[src/rtl/fazyrv_rf_mp.sv]
// Chunked register-file front-end: sequences BRAM reads into per-port operand
// shift registers, buffers result chunks into a word and forwards commits that race a read.
module fazyrv_rf_mp #(
  parameter int BWIDTH    = 1,
  parameter int NRP       = 2,
  parameter int RAM_RP    = 1,
  parameter int ADR_WIDTH = 5
) (
  input  logic                          clk_i,
  input  logic                          rst_in,
  input  logic                          rf_rstb_i,
  input  logic [5*NRP-1:0]              rf_rs_i,
  output logic                          rf_rdy_o,
  output logic                          rf_busy_o,
  input  logic                          rf_shft_i,
  output logic [BWIDTH*NRP-1:0]         rf_op_o,
  input  logic [4:0]                    rf_rd_i,
  input  logic [BWIDTH-1:0]             rf_res_i,
  input  logic                          rf_we_i,
  input  logic                          rf_wstb_i,
  output logic                          ram_we_o,
  output logic [ADR_WIDTH-1:0]          ram_waddr_o,
  output logic [31:0]                   ram_wdata_o,
  output logic [ADR_WIDTH*RAM_RP-1:0]   ram_raddr_o,
  input  logic [32*RAM_RP-1:0]          ram_rdata_i
);

  localparam int N  = (NRP + RAM_RP - 1) / RAM_RP;
  localparam int CW = (N > 1) ? $clog2(N) : 1;

  typedef enum logic [1:0] {IDLE, ISSUE, DRAIN, READY} state_t;

  state_t           state_q, state_d;
  logic [CW-1:0]    cnt_q, cnt_d;
  logic [5*NRP-1:0] rs_q, rs_d;
  logic [31:0]      wb_q, wb_d;

  logic          start;
  logic          busy;
  logic          commit;
  logic          cap_vld;
  logic [CW-1:0] cap_slot;

  // Rotate right by one chunk; the doubled word keeps BWIDTH=32 legal.
  function automatic logic [31:0] rot(input logic [31:0] r);
    logic [63:0] t;
    t = {r, r} >> BWIDTH;
    return t[31:0];
  endfunction

  assign start    = ((state_q == IDLE) || (state_q == READY)) && rf_rstb_i;
  assign busy     = (state_q == ISSUE) || (state_q == DRAIN);
  assign commit   = rf_wstb_i && (rf_rd_i != 5'd0);
  // Data for a slot arrives one cycle after its address, so capture lags issue by one.
  assign cap_vld  = ((state_q == ISSUE) && (cnt_q != '0)) || (state_q == DRAIN);
  assign cap_slot = (state_q == DRAIN) ? CW'(N - 1) : cnt_q - 1'b1;

  assign rf_rdy_o    = (state_q == READY);
  assign rf_busy_o   = busy;
  assign ram_we_o    = commit;
  assign ram_waddr_o = ADR_WIDTH'(rf_rd_i);
  assign ram_wdata_o = wb_q;

  always_comb begin
    state_d = state_q;
    cnt_d   = cnt_q;
    rs_d    = rs_q;
    case (state_q)
      IDLE, READY: begin
        if (rf_rstb_i) begin
          rs_d    = rf_rs_i;
          cnt_d   = '0;
          state_d = ISSUE;
        end
      end
      ISSUE: begin
        if (cnt_q == CW'(N - 1)) state_d = DRAIN;
        else                     cnt_d   = cnt_q + 1'b1;
      end
      DRAIN:   state_d = READY;
      default: state_d = IDLE;
    endcase
  end

  always_comb begin
    logic [32+BWIDTH-1:0] t;
    wb_d = wb_q;
    t    = '0;
    if (rf_shft_i) begin
      t    = {(rf_we_i ? rf_res_i : wb_q[BWIDTH-1:0]), wb_q} >> BWIDTH;
      wb_d = t[31:0];
    end
  end

  always_ff @(posedge clk_i or negedge rst_in) begin
    if (!rst_in) begin
      state_q <= IDLE;
      cnt_q   <= '0;
      rs_q    <= '0;
      wb_q    <= '0;
    end else begin
      state_q <= state_d;
      cnt_q   <= cnt_d;
      rs_q    <= rs_d;
      wb_q    <= wb_d;
    end
  end

  genvar gi;
  generate
    for (gi = 0; gi < RAM_RP; gi++) begin : g_raddr
      logic [ADR_WIDTH-1:0] raddr;
      always_comb begin
        raddr = '0;
        if (state_q == ISSUE) begin
          for (int k = 0; k < NRP; k++) begin
            if ((k % RAM_RP == gi) && (k / RAM_RP == int'(cnt_q)))
              raddr[4:0] = rs_q[5*k +: 5];
          end
        end
      end
      assign ram_raddr_o[gi*ADR_WIDTH +: ADR_WIDTH] = raddr;
    end

    for (gi = 0; gi < NRP; gi++) begin : g_port
      localparam int SLOT = gi / RAM_RP;
      localparam int RP   = gi % RAM_RP;

      logic [31:0] op_q, op_d;
      logic        fwd_q, fwd_d;
      logic [4:0]  rs_k, rs_new;

      assign rs_k   = rs_q[5*gi +: 5];
      assign rs_new = rf_rs_i[5*gi +: 5];

      // A commit to this port's source wins over RAM data, which is stale by then.
      always_comb begin
        op_d  = op_q;
        fwd_d = fwd_q;
        if (start) begin
          fwd_d = 1'b0;
          if (rf_shft_i) op_d = rot(op_q);
          if (commit && (rf_rd_i == rs_new)) begin
            op_d  = wb_q;
            fwd_d = 1'b1;
          end
        end else if (busy) begin
          if (commit && (rf_rd_i == rs_k)) begin
            op_d  = wb_q;
            fwd_d = 1'b1;
          end else if (cap_vld && (int'(cap_slot) == SLOT) && !fwd_q) begin
            op_d = (rs_k == 5'd0) ? 32'h0 : ram_rdata_i[32*RP +: 32];
          end
        end else if (rf_shft_i) begin
          op_d = rot(op_q);
        end
      end

      always_ff @(posedge clk_i or negedge rst_in) begin
        if (!rst_in) begin
          op_q  <= '0;
          fwd_q <= 1'b0;
        end else begin
          op_q  <= op_d;
          fwd_q <= fwd_d;
        end
      end

      assign rf_op_o[gi*BWIDTH +: BWIDTH] = op_q[BWIDTH-1:0];
    end
  endgenerate

endmodule

[config.mk]
export PLATFORM = sky130hd
export DESIGN_NAME = fazyrv_rf_mp
export DESIGN_NICKNAME = d
export VERILOG_FILES = /design/src/rtl/fazyrv_rf_mp.sv
export SDC_FILE = /design/constraint.sdc
export NUM_CORES = 1
export LEC_CHECK = 0
export ABC_CLOCK_PERIOD_IN_PS = 6450
export CELL_PAD_IN_SITES_DETAIL_PLACEMENT = 0
export CELL_PAD_IN_SITES_GLOBAL_PLACEMENT = 2
export CORE_UTILIZATION = 30
export CTS_BUF_LIST = sky130_fd_sc_hd__clkbuf_16
export CTS_CLUSTER_DIAMETER = 40
export DETAILED_ROUTE_END_ITERATION = 10
export MAX_ROUTING_LAYER = met4
export PLACE_DENSITY_LB_ADDON = 0.1
export SLEW_MARGIN = 5
export SYNTH_ARGS = -nofsm -noshare
export SYNTH_HDL_FRONTEND = slang
export SYNTH_SLANG_ARGS = --single-unit
export TNS_END_PERCENT = 100
[constraint.sdc]
create_clock -name clk_i -period 6.45 [get_ports clk_i]
set_input_delay 0.645 -clock clk_i [delete_from_list [all_inputs] [get_ports clk_i]]
set_output_delay 0.645 -clock clk_i [all_outputs]
set_load 0.02 [all_outputs]
Word-level counts from Yosys, hierarchy flattened:

Index checks and enable logic that the tools add are counted.

* logic and storage cells: 84
* flip-flop bits (word level): 111
* output and inout bits: 47
* input port bits: 54

* bitwise gates (word level): 1
* add/subtract/negate cells: 2
* muxes and demuxes: 32
* eq/ne operators: 11
* reductions and logical operators: 30

Operators with widths (number)
* $mux 32: 14
* $eq 5x5->1: 4
* $mux 1: 12
* $logic_and 1x1->1: 11
* $logic_not 5->1: 2
* $mux 5: 2
* $reduce_and 2->1: 5
* $ne 4x1->1 const B: 2
* $reduce_bool 2->1: 4
* $pmux 2 s3: 1
* $reduce_bool 5->1: 1
* $eq 2x2->1 const B: 2
* $mux 2: 2
* $ne 2x2->1 const B: 2
* $logic_or 1x1->1: 3
* $eq 2x1->1 const B: 1
* $logic_not 1->1: 2
* $logic_not 2->1: 1
* $pmux 1 s2: 1
* $reduce_or 2->1: 1
* $add 1x1->1 const B: 1
* $not 1->1: 1
* $sub 1x1->1 const B: 1

Longest topological paths before layout:

Gate-level depths: netlist of run 1.

* depth after elaboration: 9
* gate-level depth with buffers: 8
* depth with buffers taken out: 6

Worst setup path before layout of run 1:

OpenSTA, ideal clock, no wires.

* path kind: input to output
* start: input port rf_rd_i[1]
* end: output port ram_we_o
* stages: 5
* buffers on the path: 2
* arrival: 1.936 ns
* slack: 3.869 ns
* data required time: 5.805 ns
* path through: buf_2 -> or4_4 -> o21ai_4 -> inv_2 -> clkbuf_1

* cells in the longest elaborated chain, start to end: 2

Ends and longest elaborated chain
* from (decl): line 17 `input logic [4:0] rf_rd_i,`
* $reduce_bool 5->1: line 53 `assign commit = rf_wstb_i && (rf_rd_i != 5'd0);`
* $logic_and 1x1->1: line 53
* to (decl): line 21 `output logic ram_we_o,`

No other way between the ends.

Final worst setup path of run 1:

* start: input port rf_rd_i[1]
* end: register g_port[0].op_q[30]

* cells in the longest elaborated chain, start to end: 6
* elaborated cells on any way between the ends: 11
* those cells by class: eq/ne: 3; mux: 4; reduce/logical: 4

Ends and longest elaborated chain
* $reduce_bool 5->1: line 53
* $logic_and 1x1->1: line 53
* $logic_and 1x1->1: line 148 `if (commit && (rf_rd_i == rs_k)) begin`
* $mux 32: line 148
* $mux 32: line 147 `end else if (busy) begin`
* $mux 32: line 140 `if (start) begin`
* to (signal assigned): line 164 `op_q <= op_d;`
* to (decl): line 129 `logic [31:0] op_q, op_d;`

Parallel ways exist; a longest one is shown, timed or not.
A chain may end at the register's enable or synchronous reset.

==> results by stage, run 1 <==
Layout:
- The area growth from synthesis to final layout is 20.2%.
- The fraction of the core area covered by cells at the end of the flow is roughly 37%.
- The fraction of layout instances using a drive strength above 1 is around 15%.
- The count of fill cells added during filler insertion is 2455.
- Registers take roughly 2800 um^2.
- The antenna diode count is 0.
- At the end of the flow, the number of nets in the layout was 863.
- Leaving out fill and tap cells, the most frequent cell in the layout is sky130_fd_sc_hd__dfrtp_1.
- Leaving out fill and tap cells, the most frequent cells in the layout are sky130_fd_sc_hd__dfrtp_1 (111), sky130_fd_sc_hd__clkdlybuf4s50_1 (98), sky130_fd_sc_hd__mux2_2 (80).
- The area of combinational cells with multiple inputs is between 4000 and 5000 um^2.

Power:
- The overall power is just under 5 mW.
- Summed over all cells, the static leakage comes to about 3.4 nW.
- The total power density per cell area is roughly 550 nW/um^2.
- Across the VDD grid, the largest voltage drop is 0.000254 V.

Critical path:
- The required time reported for the critical path endpoint is between 6000 and 7000 ps.
- Along the worst path, the maximum fanout reaches 28.
- The largest single stage delay on the critical path is about 670 ps.
- The cell with the largest stage delay on the worst path is sky130_fd_sc_hd__nand3_1.
- The startpoint identified for the worst register-to-register timing path is rs_q[3].
- The kind of critical path is primary input to flop.
- The arrival time of data at the critical path endpoint is approximately 4500 ps.
- The start point of the critical path is rf_rd_i[1].
- The worst setup path is captured at a flop.
- The startpoint type of the worst setup path is a primary input.
- Walking the worst path, the cells encountered are clkdlybuf4s50_1 > or4_4 > o21ai_4 > inv_2 > nand3_1 > nand3_2 > a41oi_1.

CTS:
- The cell sitting at the root of the clock tree is a sky130_fd_sc_hd__clkbuf_16.
- The count of clock tree sinks is ~110.
- The buffer count from post-CTS setup fixing is 0.
- TritonCTS built the clock tree.
- Clock-pin slew was measured on the worst setup and hold paths at 80 ps.
- The clock latency reported for the late side of the worst-skew pair is ~360 ps.
- The H-tree was split into 3 levels.
- The number of hold buffers added after cts is 0.
- The clock passes through at most 2 buffers.
- The quantity of gates resized following cts is 0.
- Buffers inserted during clock tree synthesis total 9.

Placement:
- The global placer's final weighted congestion is 0.840.
- The number of input and output port buffers inserted is 100.
- The sum of net half-perimeters after detailed placement is roughly 18 mm.

GRT:
- Entering global routing, the biggest net connects 66 pins.
- The number of antenna violations at the first check in global routing is 0.
- Summed over all layers, the global routing overflow is 0.
- The all-layer global routing usage is 22.6%.
- The first global-routing pass estimated 42.5 mm of wire.
- The number of global-route vias before repair was about 6.6k.

Timing:
- The worst pin sits at a relative slew slack of 33.1%.
- The shortest clock period the worst path allows after layout is roughly 4200 ps.
- Of the available clock period, the critical path in the final layout requires 65.6%.
- Setup repair after global routing left no endpoint under its margin.
- The worst-margin pin slew is ~1000 ps.
- The number of pins exceeding their max-slew limit in the final report is 0.
- The final setup violation count is 0.
- The total negative slack is 0 ps.
- The final hold violation count is 0.
- The maximum achievable frequency is 236 MHz.
- On the final layout, the worst clock skew is 12.6 ps.

Floorplan:
- The starting utilization of the core area is a little under a third.
- In this run the core area contains 57 standard-cell rows.
- The total area inside the core boundary comes to 24200 um^2.
- The die is about 160 um wide.
- The die covers between 20000 and 30000 um^2.
- The floorplan die height is 159 um.
- In this run the count of I/O pins placed on the die edge is about 100.

Route:
- Before antenna repair, the detailed router went through 5 iterations.
- Dividing the detail-routed via count by the number of cells gives a little under 6.
- The number of antenna-violating nets in the routed design is 0.
- The detailed router finished its first iteration with 594 violations.
- The final wirelength is 27.7 mm.
- The routed via count is roughly 6.7k.
- The number of remaining DRC errors is 0.
- The wire length per cell after detailed routing is between 20 and 25 um.

Logic synthesis:
- Counting flops and latches in the post-synthesis netlist gives 111.
- The fraction of registers with async set or reset after synthesis is 100%.
- The gate count of the mapped netlist is between 700 and 800.
- The main combinational cell family by area after synthesis is compound AO/OA/AOI/OAI gates.
- The number of nets produced by synthesis is roughly 830.
- The synthesized netlist devotes 0.508% of its cell area to adder and majority cells.
- The primary flip-flop cell chosen by synthesis mapping is sky130_fd_sc_hd__dfrtp_1.
- The post-synthesis cell area is between 7000 and 8000 um^2.
- Of the total synthesized cell area, the portion taken by AND, OR, NAND and NOR gates is around an eighth.
- During synthesis, Yosys emitted a total of 0 warnings.
- The number of enable-type register cells in the synthesized netlist is 0.
- The count of cell types in the netlist is 42.
- Measured against the total synthesized area, the mux share comes to approximately a fifth.
- The average instance in the mapped netlist occupies approximately 9.6 um^2.
- Summing the areas of all xor and xnor instances in the mapped netlist gives under 10% of the synthesized area.
- Sequential elements use 37.6% of the synthesized area.
- The synthesized netlist devotes 20.7% of its cell area to compound gates.

Status:
- The flow ran to the end, and the final reports show no timing, DRC or antenna violations.

Hold path:
- The classification of the worst-slack hold path is primary input to async pin.

Flow run:
- The count of max-cap constraint violations is 0.
## metal layers
metal	wire [um]	global-route usage (%)	part of all wire (%)	vias to the layer above
met5	0	-	0	-
met2	12300	33.4	44	245
met1	13600	32.1	49	3406
met3	1380	3.36	5.0	29
li1	-	-	-	3007
met4	396	5.64	1.4	0
## metrics by stage
| step | hold WS (ps) | cells | setup slack [ps] | instance area (um^2) |
|---|---|---|---|---|
| after floorplan | 349 | 768 | 3870 | 7390 |
| after global placement | 504 | 1119 | 2030 | 8570 |
| after detailed placement | 512 | 1119 | 1880 | 8570 |
| after CTS | 387 | 1134 | 2260 | 8880 |
| after global routing | 407 | 1134 | 1920 | 8880 |
| final | 360 | 1134 | 2220 | 8880 |
## power by group
part | internal (mW) | switching (mW)
Clock | 0.339 | 0.285
Sequential | 1.05 | 0.462
Combinational | 1.18 | 1.58
## final timing paths
path	endpoint	cells past startpoint	slack, ps
max in group asynchronous	g_port[0].op_q[16]	2	4700
min in group clk_i	g_port[1].fwd_q	2	530
setup reg to reg	g_port[0].op_q[20]	6	2740
hold reg to reg	g_port[1].fwd_q	2	530
hold / removal	ram_wdata_o[23]	1	360
setup / recovery	g_port[0].op_q[30]	7	2220
## critical path: cells and delay by family
family,cells,cell delay (ps)
simple gates,3,1960
compound gates,2,960
buf+inv,2,910
## layout make-up
class | instances | area share, %
Inverter | 7 | 0.296
Multi-Input combinational cell | 562 | 47.9
Clock inverter | 6 | 0.958
Tap cell | 324 | 4.56
Clock buffer | 9 | 2.54
Sequential cell | 111 | 31.3
Timing Repair Buffer | 115 | 12.5
## cells by family (layout without fill, tap and decap cells)
kind of cell    Yosys count  count (layout)
compound gates          203             203
xor+xnor                 20              20
mux                     138             138
simple gates            198             198
buf+inv                  95             137
flops                   111             111
fa+ha+maj                 3               3
## synthesized netlist by cell type, drive strengths merged, types with 3 or more instances
cell type / number / area share [%]
a31oi: 39 / 3.3
xnor2: 20 / 2.4
and4: 13 / 1.5
o21ai: 17 / 1.3
and2: 20 / 1.7
a2111oi: 13 / 1.5
nor3: 35 / 2.4
nor2: 26 / 1.3
a211oi: 13 / 1.3
mux2i: 58 / 7.9
o311a: 13 / 1.8
o31ai: 22 / 2.2
o211ai: 20 / 2.0
dfrtp: 111 / 38
clkbuf: 58 / 2.9
a21oi: 5 / 0.34
buf: 30 / 2.3
o22ai: 19 / 1.6
a221o: 19 / 2.6
ha: 3 / 0.51
inv: 6 / 0.30
nand2: 71 / 3.6
a41oi: 19 / 2.3
mux2: 80 / 12
nand3: 26 / 1.8
## flip-flops by register name, summed over array words and instances (netlist names)
signal / cells
g_port.op_q: 64
ram_wdata_o: 32
rs_q: 10
g_port.fwd_q: 2
state_q: 2
cnt_q: 1
Note: power is estimated with default switching activity, not from simulation.
==> run 2: changes to the inputs <==
--- a/config.mk
+++ b/config.mk
@@ -5,7 +5,7 @@
 export SDC_FILE = /design/constraint.sdc
 export NUM_CORES = 1
 export LEC_CHECK = 0
-export ABC_CLOCK_PERIOD_IN_PS = 6450
+export ABC_CLOCK_PERIOD_IN_PS = 3700
 export CELL_PAD_IN_SITES_DETAIL_PLACEMENT = 0
 export CELL_PAD_IN_SITES_GLOBAL_PLACEMENT = 2
 export CORE_UTILIZATION = 30
==> constraint.sdc (replaced) <==
create_clock -name clk_i -period 3.7 [get_ports clk_i]
set_input_delay 0.37 -clock clk_i [delete_from_list [all_inputs] [get_ports clk_i]]
set_output_delay 0.37 -clock clk_i [all_outputs]
set_load 0.02 [all_outputs]
==> run 2 against run 1 <==
Compared with the run above: via count rose by 0.18%; setup slack got worse by 1600 ps; die area did not move; sequential share of layout area fell by 0.58 points; sequential power rose by 74%; non-clock buffer count rose by 21; final cell count rose by 1.9%; clock-buffer cell count did not move; power rose by 77%; first-iteration DRC count fell by 16%; critical path depth fell by 2; combinational power rose by 82%; largest power group unchanged; highest routed layer unchanged.
==> results by stage, run 2 (synthesis gave the netlist of run 1 again) <==
Status:
- The run finished with clean final reports.

Floorplan:
- The area of the placeable core is 24200 um^2 (unchanged).
- The cell row count came to 57 (unchanged).
- The floorplan die height is 159 um (unchanged).
- The starting utilization of the core area is 30.5% (unchanged).
- The total die area is 25300 um^2 (unchanged).
- The die width is 159 um (unchanged).
- The number of top-level pins was 101 (unchanged).

CTS:
- The clock root buffer is sky130_fd_sc_hd__clkbuf_16.
- The buffer count from post-CTS setup fixing came to 0 (unchanged).
- The number of hold buffers added after cts is 0 (unchanged).
- The clock latency reported for the late side of the worst-skew pair is 360 ps (about the same).
- The number of buffers inserted during clock tree synthesis is 9 (unchanged).
- The clock transition time at the flip-flop clock pins of the worst setup and hold paths is 90 ps (about the same).
- The deepest clock path buffer count is 2 (unchanged).
- The number of H-tree levels was 3 (unchanged).
- TritonCTS built the clock tree.
- The count of clock tree sinks is 111 (unchanged).
- The quantity of gates resized following cts is 0 (unchanged).

Timing:
- The portion of the clock cycle consumed by the worst path in the final layout is approximately 83%.
- The total negative slack came to 0 ps (unchanged).
- The shortest clock period the worst path allows after layout is 3070 ps.
- The tightest slew margin relative to the limit is 23.2% (-9.8 points).
- The final setup slack of the worst path is 627 ps (-1590 ps).
- The final hold violation count is 0 (unchanged).
- The worst-margin pin slew came to 1150 ps (+148 ps).
- The number of pins exceeding their max-slew limit in the final report came to 0 (unchanged).
- Setup repair after global routing left no endpoint under its margin.
- The final setup violation count was 0 (unchanged).
- The maximum achievable frequency is around 330 MHz.
- The worst setup skew after layout is 8.74 ps (-3.87 ps).
- The worst-case hold slack is 111 ps (-249 ps).

Critical path:
- STA classifies the critical path startpoint as a primary input.
- The required time reported for the critical path endpoint was 3330 ps (-3390 ps).
- The peak fanout along the critical path came to 28 (unchanged).
- The worst setup path is of the primary input to output port kind.
- STA classifies the critical path endpoint as an output port.
- The cell depth of the worst flop-to-flop path is 5 (-1).
- The arrival time of data at the critical path endpoint is 2700 ps (-1800 ps).

Route:
- The initial detailed-routing violation count was 497 (-16%).
- The wire length per cell after detailed routing is 24.2 um (-0.84%).
- The routed via count was 6699 (+0.18%).
- The number of remaining DRC errors is 0 (unchanged).
- The number of antenna-violating nets in the routed design came to 0 (unchanged).
- The detailed-routing iteration count for the pre-antenna-repair pass is 7 (+2).
- The via density per instance is 5.79 (-1.7%).
- The final wirelength was 28.0 mm (+1.1%).

GRT:
- The global routing usage on met2 is 33.2% (-0.22 points).
- The most used routing layer is met1.
- The number of antenna violations at the first check in global routing was 0 (unchanged).
- The largest net degree at the start of global routing is 63 (-4.5%).
- The all-layer global routing usage is 23.0% (+0.46 points).
- The number of global-route vias before repair was 6830 (+3.3%).
- The wire length of the first global-routing pass is 43.5 mm (+2.4%).
- The met3 track utilization from global routing is 3.44% (+0.078 points).
- The remaining global-route overflow is 0 (unchanged).
- The global-route met1 utilization is 33.6% (+1.4 points).

Layout:
- The library cell used most frequently in the layout, excluding fill and tap cells, is sky130_fd_sc_hd__dfrtp_1.
- The area of combinational cells with multiple inputs is 4250 um^2 (about the same).
- The area growth from synthesis to final layout is 22.5%.
- The most flop-heavy register is g_port.op_q.
- The number of flip-flops in the largest register is 64 (unchanged).
- The combined flip-flop and latch cell area is 2780 um^2 (unchanged).
- The antenna diode count is 0 (unchanged).
- The net total in the final layout came to 884 (+2.4%).
- In the layout the commonest cells are sky130_fd_sc_hd__dfrtp_1 (111), sky130_fd_sc_hd__clkdlybuf4s50_1 (98), sky130_fd_sc_hd__mux2_2 (80).
- The count of fill cells added during filler insertion came to 2435 (-0.81%).
- The fraction of layout instances using a drive strength above 1 is 17.4% (+2.0 points).

Flow run:
- The count of max-cap constraint violations came to 0 (unchanged).

Placement:
- The worst setup timing slack at the placement stage came to 351 ps (-1530 ps).
- The global placer's final weighted congestion is 0.789 (-6.1%).
- The number of input and output port buffers inserted is 100 (unchanged).
- The sum of net half-perimeters after detailed placement is 18.4 mm (+3.1%).

Power:
- The maximum resistive drop on vdd is 0.000471 V (+85%).
- The static leakage power is 3.50 nW (+3.3%).
- The overall power is 8.66 mW (+77%).
- The total power density per cell area is 957 nW/um^2 (+74%).

Hold path:
- The tightest min-delay check is of the primary input to async pin type.
run 2: metrics by stage:
step	util, %	area [um^2]	cells
after floorplan	-	7390	768
final	37.3	9050	1156
after CTS	37.3	9050	1156
after global routing	37.3	9050	1156
after detailed placement	36.2	8770	1140
after global placement	36.1	8760	1139
run 2: worst paths after layout:
path	start	slack, ps	to
hold reg to reg	g_port[1].fwd_q	540	g_port[1].fwd_q
setup / recovery	rf_rd_i[4]	630	ram_we_o
hold / removal	rst_in	110	g_port[1].op_q[26]
max in group asynchronous	rst_in	2700	g_port[0].op_q[15]
min in group clk_i	g_port[1].fwd_q	540	g_port[1].fwd_q
setup reg to reg	state_q[0]	710	g_port[1].op_q[17]
run 2: final cells by class:
type / instances / share of cell area (%)
Sequential cell: 111 / 30.7
Tap cell: 324 / 4.48
Clock inverter: 7 / 0.608
Multi-Input combinational cell: 562 / 47.0
Timing Repair Buffer: 136 / 14.5
Inverter: 7 / 0.290
Clock buffer: 9 / 2.49
run 2: critical path: stages:
cell	delay (ps)
sky130_fd_sc_hd__clkdlybuf4s50_1	560
sky130_fd_sc_hd__or4_4	510
sky130_fd_sc_hd__o21ai_4	340
sky130_fd_sc_hd__inv_2	270
sky130_fd_sc_hd__clkdlybuf4s50_1	640
run 2: metal layers:
layer | wire [um] | vias up
li1 | - | 3047
met1 | 13700 | 3392
met2 | 12300 | 236
met3 | 1580 | 24
met4 | 364 | 0
met5 | 0 | -
run 2: power breakdown:
part           switching [mW]  leakage [nW]  internal (mW)
clock network           0.521         0.143          0.468
registers               0.812          1.31           1.84
logic                    2.85          2.04           2.17
==> run 3: changes to the inputs <==
--- a/config.mk
+++ b/config.mk
@@ -5,7 +5,7 @@
 export SDC_FILE = /design/constraint.sdc
 export NUM_CORES = 1
 export LEC_CHECK = 0
-export ABC_CLOCK_PERIOD_IN_PS = 3700
+export ABC_CLOCK_PERIOD_IN_PS = 2550
 export CELL_PAD_IN_SITES_DETAIL_PLACEMENT = 0
 export CELL_PAD_IN_SITES_GLOBAL_PLACEMENT = 2
 export CORE_UTILIZATION = 30
==> constraint.sdc (replaced) <==
create_clock -name clk_i -period 2.55 [get_ports clk_i]
set_input_delay 0.255 -clock clk_i [delete_from_list [all_inputs] [get_ports clk_i]]
set_output_delay 0.255 -clock clk_i [all_outputs]
set_load 0.02 [all_outputs]
==> run 3 against run 2 <==
Compared with the run above: register-to-register slack lost 640 ps; final cell count grew 2.9%; power grew 49%; clock-buffer cell count is the same; sequential power grew 41%; via count grew 0.78%; critical path type is now flop to flop.
==> results by stage, run 3 (synthesis gave the netlist of run 1 again) <==
Floorplan:
- The area of the placeable core came to 24200 um^2 (unchanged).
- The total die area is 25300 um^2 (unchanged).
- The starting utilization of the core area came to 30.5% (unchanged).
- The die width was 159 um (unchanged).
- The floorplan die height is 159 um (unchanged).
- The number of top-level pins is 101 (unchanged).
- The cell row count is 57 (unchanged).

Layout:
- The fraction of the core area covered by cells at the end of the flow is 39.1% (+1.8 points).
- The most common cell after layout, fill and taps aside is sky130_fd_sc_hd__dfrtp_1.
- The most flop-heavy register is g_port.op_q.
- The net total in the final layout was 917 (+3.7%).
- The number of flip-flops in the largest register is 64 (unchanged).
- The final cell count without fillers was 1189 (+2.9%).
- The finished layout cell area is 9490 um^2 (+4.9%).
- The antenna diode count is 0 (unchanged).
- The fraction of layout instances using a drive strength above 1 came to 20.7% (+3.3 points).
- The count of fill cells added during filler insertion is 2431 (-0.16%).
- Compared with the post-synthesis result, the final layout area differs by 28.5%.
- The library cells used most frequently in the layout, excluding fill and tap cells, are sky130_fd_sc_hd__dfrtp_1 (111), sky130_fd_sc_hd__clkdlybuf4s50_1 (97), sky130_fd_sc_hd__mux2_2 (80).

GRT:
- The remaining global-route overflow is 0 (unchanged).
- The largest net degree at the start of global routing is 62 (-1.6%).
- The number of global-route vias before repair is 6787 (-0.63%).
- The all-layer global routing usage is 22.2% (-0.83 points).
- The number of antenna violations at the first check in global routing is 0 (unchanged).
- The wire length of the first global-routing pass is 42.4 mm (-2.4%).
- In this run the most used layer during global routing was met2.
- The met3 track utilization from global routing was 3.05% (-0.39 points).
- The global routing usage on met2 is 33.4% (+0.16 points).
- The global-route met1 utilization is 32.0% (-1.6 points).

Power:
- The net switching power figure came to 5.96 mW (+43%).
- The total power density per cell area is 1360 nW/um^2 (+42%).
- The static leakage power is 3.72 nW (+6.3%).
- The clock network fraction of total power is 10.9% (-0.5 points).
- The internal power summed over all cells came to 6.93 mW (+55%).
- The maximum resistive drop on vdd was 0.000710 V (+51%).
- The portion of total power attributed to combinational logic is 60.0% (+2.0 points).
- The fraction of power consumed by sequential logic is 29.1% (-1.5 points).
- The proportion of total power due to net switching is 46.3% (-2.0 points).

Route:
- The via density per instance came to 5.68 (-2.0%).
- The number of remaining DRC errors is 0 (unchanged).
- The detailed-routing iteration count for the pre-antenna-repair pass is 6 (-1).
- The number of antenna-violating nets in the routed design is 0 (unchanged).
- The routed via count is 6751 (+0.78%).
- The initial detailed-routing violation count came to 466 (-6.2%).
- The wire length per cell after detailed routing is 22.8 um (-5.5%).
- The final wirelength is 27.2 mm (-2.9%).

CTS:
- The number of buffers inserted during clock tree synthesis is 9 (unchanged).
- The number of H-tree levels is 3 (unchanged).
- The deepest clock path buffer count was 2 (unchanged).
- The tree is rooted in a sky130_fd_sc_hd__clkbuf_16.
- The clock transition time at the flip-flop clock pins of the worst setup and hold paths is 80 ps (about the same).
- The buffer count from post-CTS setup fixing is 0 (unchanged).
- TritonCTS built the clock tree.
- The clock latency reported for the late side of the worst-skew pair is 360 ps (about the same).
- The count of clock tree sinks is 111 (unchanged).

Critical path:
- The required time reported for the critical path endpoint was 2790 ps (-540 ps).
- The delay contributed by the slowest stage of the critical path is 750 ps (+110 ps).
- The arrival time of data at the critical path endpoint was 2720 ps (+20 ps).
- The kind of capture point of the worst setup path is a flop.
- The peak fanout along the critical path is 14 (-50%).
- The slowest stage of the critical path belongs to the cell sky130_fd_sc_hd__or4_1.
- STA classifies the critical path startpoint as a flop.
- The critical path in this run is classified as flop to flop.
- The critical path goes through or4_1 > o21ai_0 > a31oi_1 > a2111oi_2 > buf_4 > a211oi_1.

Timing:
- The final setup violation count is 0 (unchanged).
- The number of pins exceeding their max-slew limit in the final report is 0 (unchanged).
- The tightest slew margin relative to the limit is 53.9% (+31 points).
- Setup repair after global routing left no endpoint under its margin.
- Of the available clock period, the critical path in the final layout requires 97.3%.
- The total negative slack is 0 ps (unchanged).
- The worst-margin pin slew is 691 ps (-460 ps).
- The worst setup skew after layout was 14.4 ps (+5.63 ps).
- The shortest clock period the worst path allows after layout is ~2500 ps.
- The maximum achievable frequency is around 400 MHz.
- The final hold violation count was 0 (unchanged).

Placement:
- The number of input and output port buffers inserted came to 100 (unchanged).
- The sum of net half-perimeters after detailed placement is 18.8 mm (+2.2%).
- The global placer's final weighted congestion is 0.843 (+6.9%).
- The total placed instance area is 9180 um^2 (+4.6%).
- The cell count after placement is 1172 (+2.8%).

Hold path:
- The path class of the tightest hold or removal check is primary input to async pin.

Flow run:
- The count of max-cap constraint violations is 0 (unchanged).

Status:
- The run finished with clean final reports.
run 3: changes by cell type in the layout (fill, tap and decap cells not counted), moves of 2 or more:
| cell | change |
|---|---|
| sky130_fd_sc_hd__buf_4 | +19 |
| sky130_fd_sc_hd__buf_12 | +14 |
| sky130_fd_sc_hd__a2111oi_0 | -5 |
| sky130_fd_sc_hd__a2111oi_2 | +3 |
| sky130_fd_sc_hd__a2111oi_1 | +2 |
| sky130_fd_sc_hd__clkinv_1 | +2 |
run 3: final timing paths:
path / start / end / slack (ps) / depth (start not counted)
max: rs_q[1] / g_port[0].op_q[27] / 70 / 6
min: rst_in / ram_wdata_o[25] / 220 / 2
max reg2reg: rs_q[1] / g_port[0].op_q[27] / 70 / 6
min reg2reg: ram_wdata_o[27] / ram_wdata_o[27] / 520 / 1
max in group asynchronous: rst_in / g_port[0].op_q[2] / 1470 / 3
min in group clk_i: rf_shft_i / ram_wdata_o[17] / 470 / 2
run 3: timing repair:
| item | in CTS | in global routing |
|---|---|---|
| hold endpoints to repair | 63 | 0 |
| resized for setup | 5 | 5 |
| endpoints found under the setup margin | 3 | 5 |
| hold buffers | 1 | 0 |
run 3: area by class of cell:
cell class                 count  area (um^2)  area share [%]
multi-input combinational    562         4280            45.1
tap                          324          405            4.27
clock buffer                   9          225            2.37
clock inverter                 7         47.5           0.501
inverter                       7         26.3           0.277
timing repair buffer         169         1730            18.2
sequential                   111         2780            29.3
run 3: per-layer routing:
| metal | share of wire [%] | up-vias |
|---|---|---|
| met4 | 1.1 | 0 |
| li1 | - | 3120 |
| met1 | 50 | 3413 |
| met5 | 0 | - |
| met3 | 3.9 | 22 |
| met2 | 45 | 196 |
run 3: power by group through the flow:
stage / clock network (mW) / logic, mW / registers (mW)
6_report: 1.41 / 7.73 / 3.74
5_1_grt: 1.52 / 8.41 / 3.88
4_1_cts: 1.46 / 7.75 / 3.74
3_5_place_dp: 0 / 7.72 / 3.77
3_3_place_gp: 0 / 7.54 / 3.75
2_1_floorplan: 0 / 4.74 / 3.53
run 3: metrics by stage:
step / setup WS [ps] / total power, mW / hold WS [ps]
final: 69.5 / 12.9 / 222
after global routing: 10.1 / 13.8 / 224
after CTS: 20.5 / 12.9 / 212
after detailed placement: -666 / 11.5 / 57.4
after global placement: -664 / 11.3 / 57.3
after floorplan: 355 / 8.27 / -40.6
run 3: critical path: cells and delay by family, from the launching register on:
kind,cells,cell delay (ps)
simple gates,1,750
buf+inv,1,210
flops,1,440
compound gates,4,950
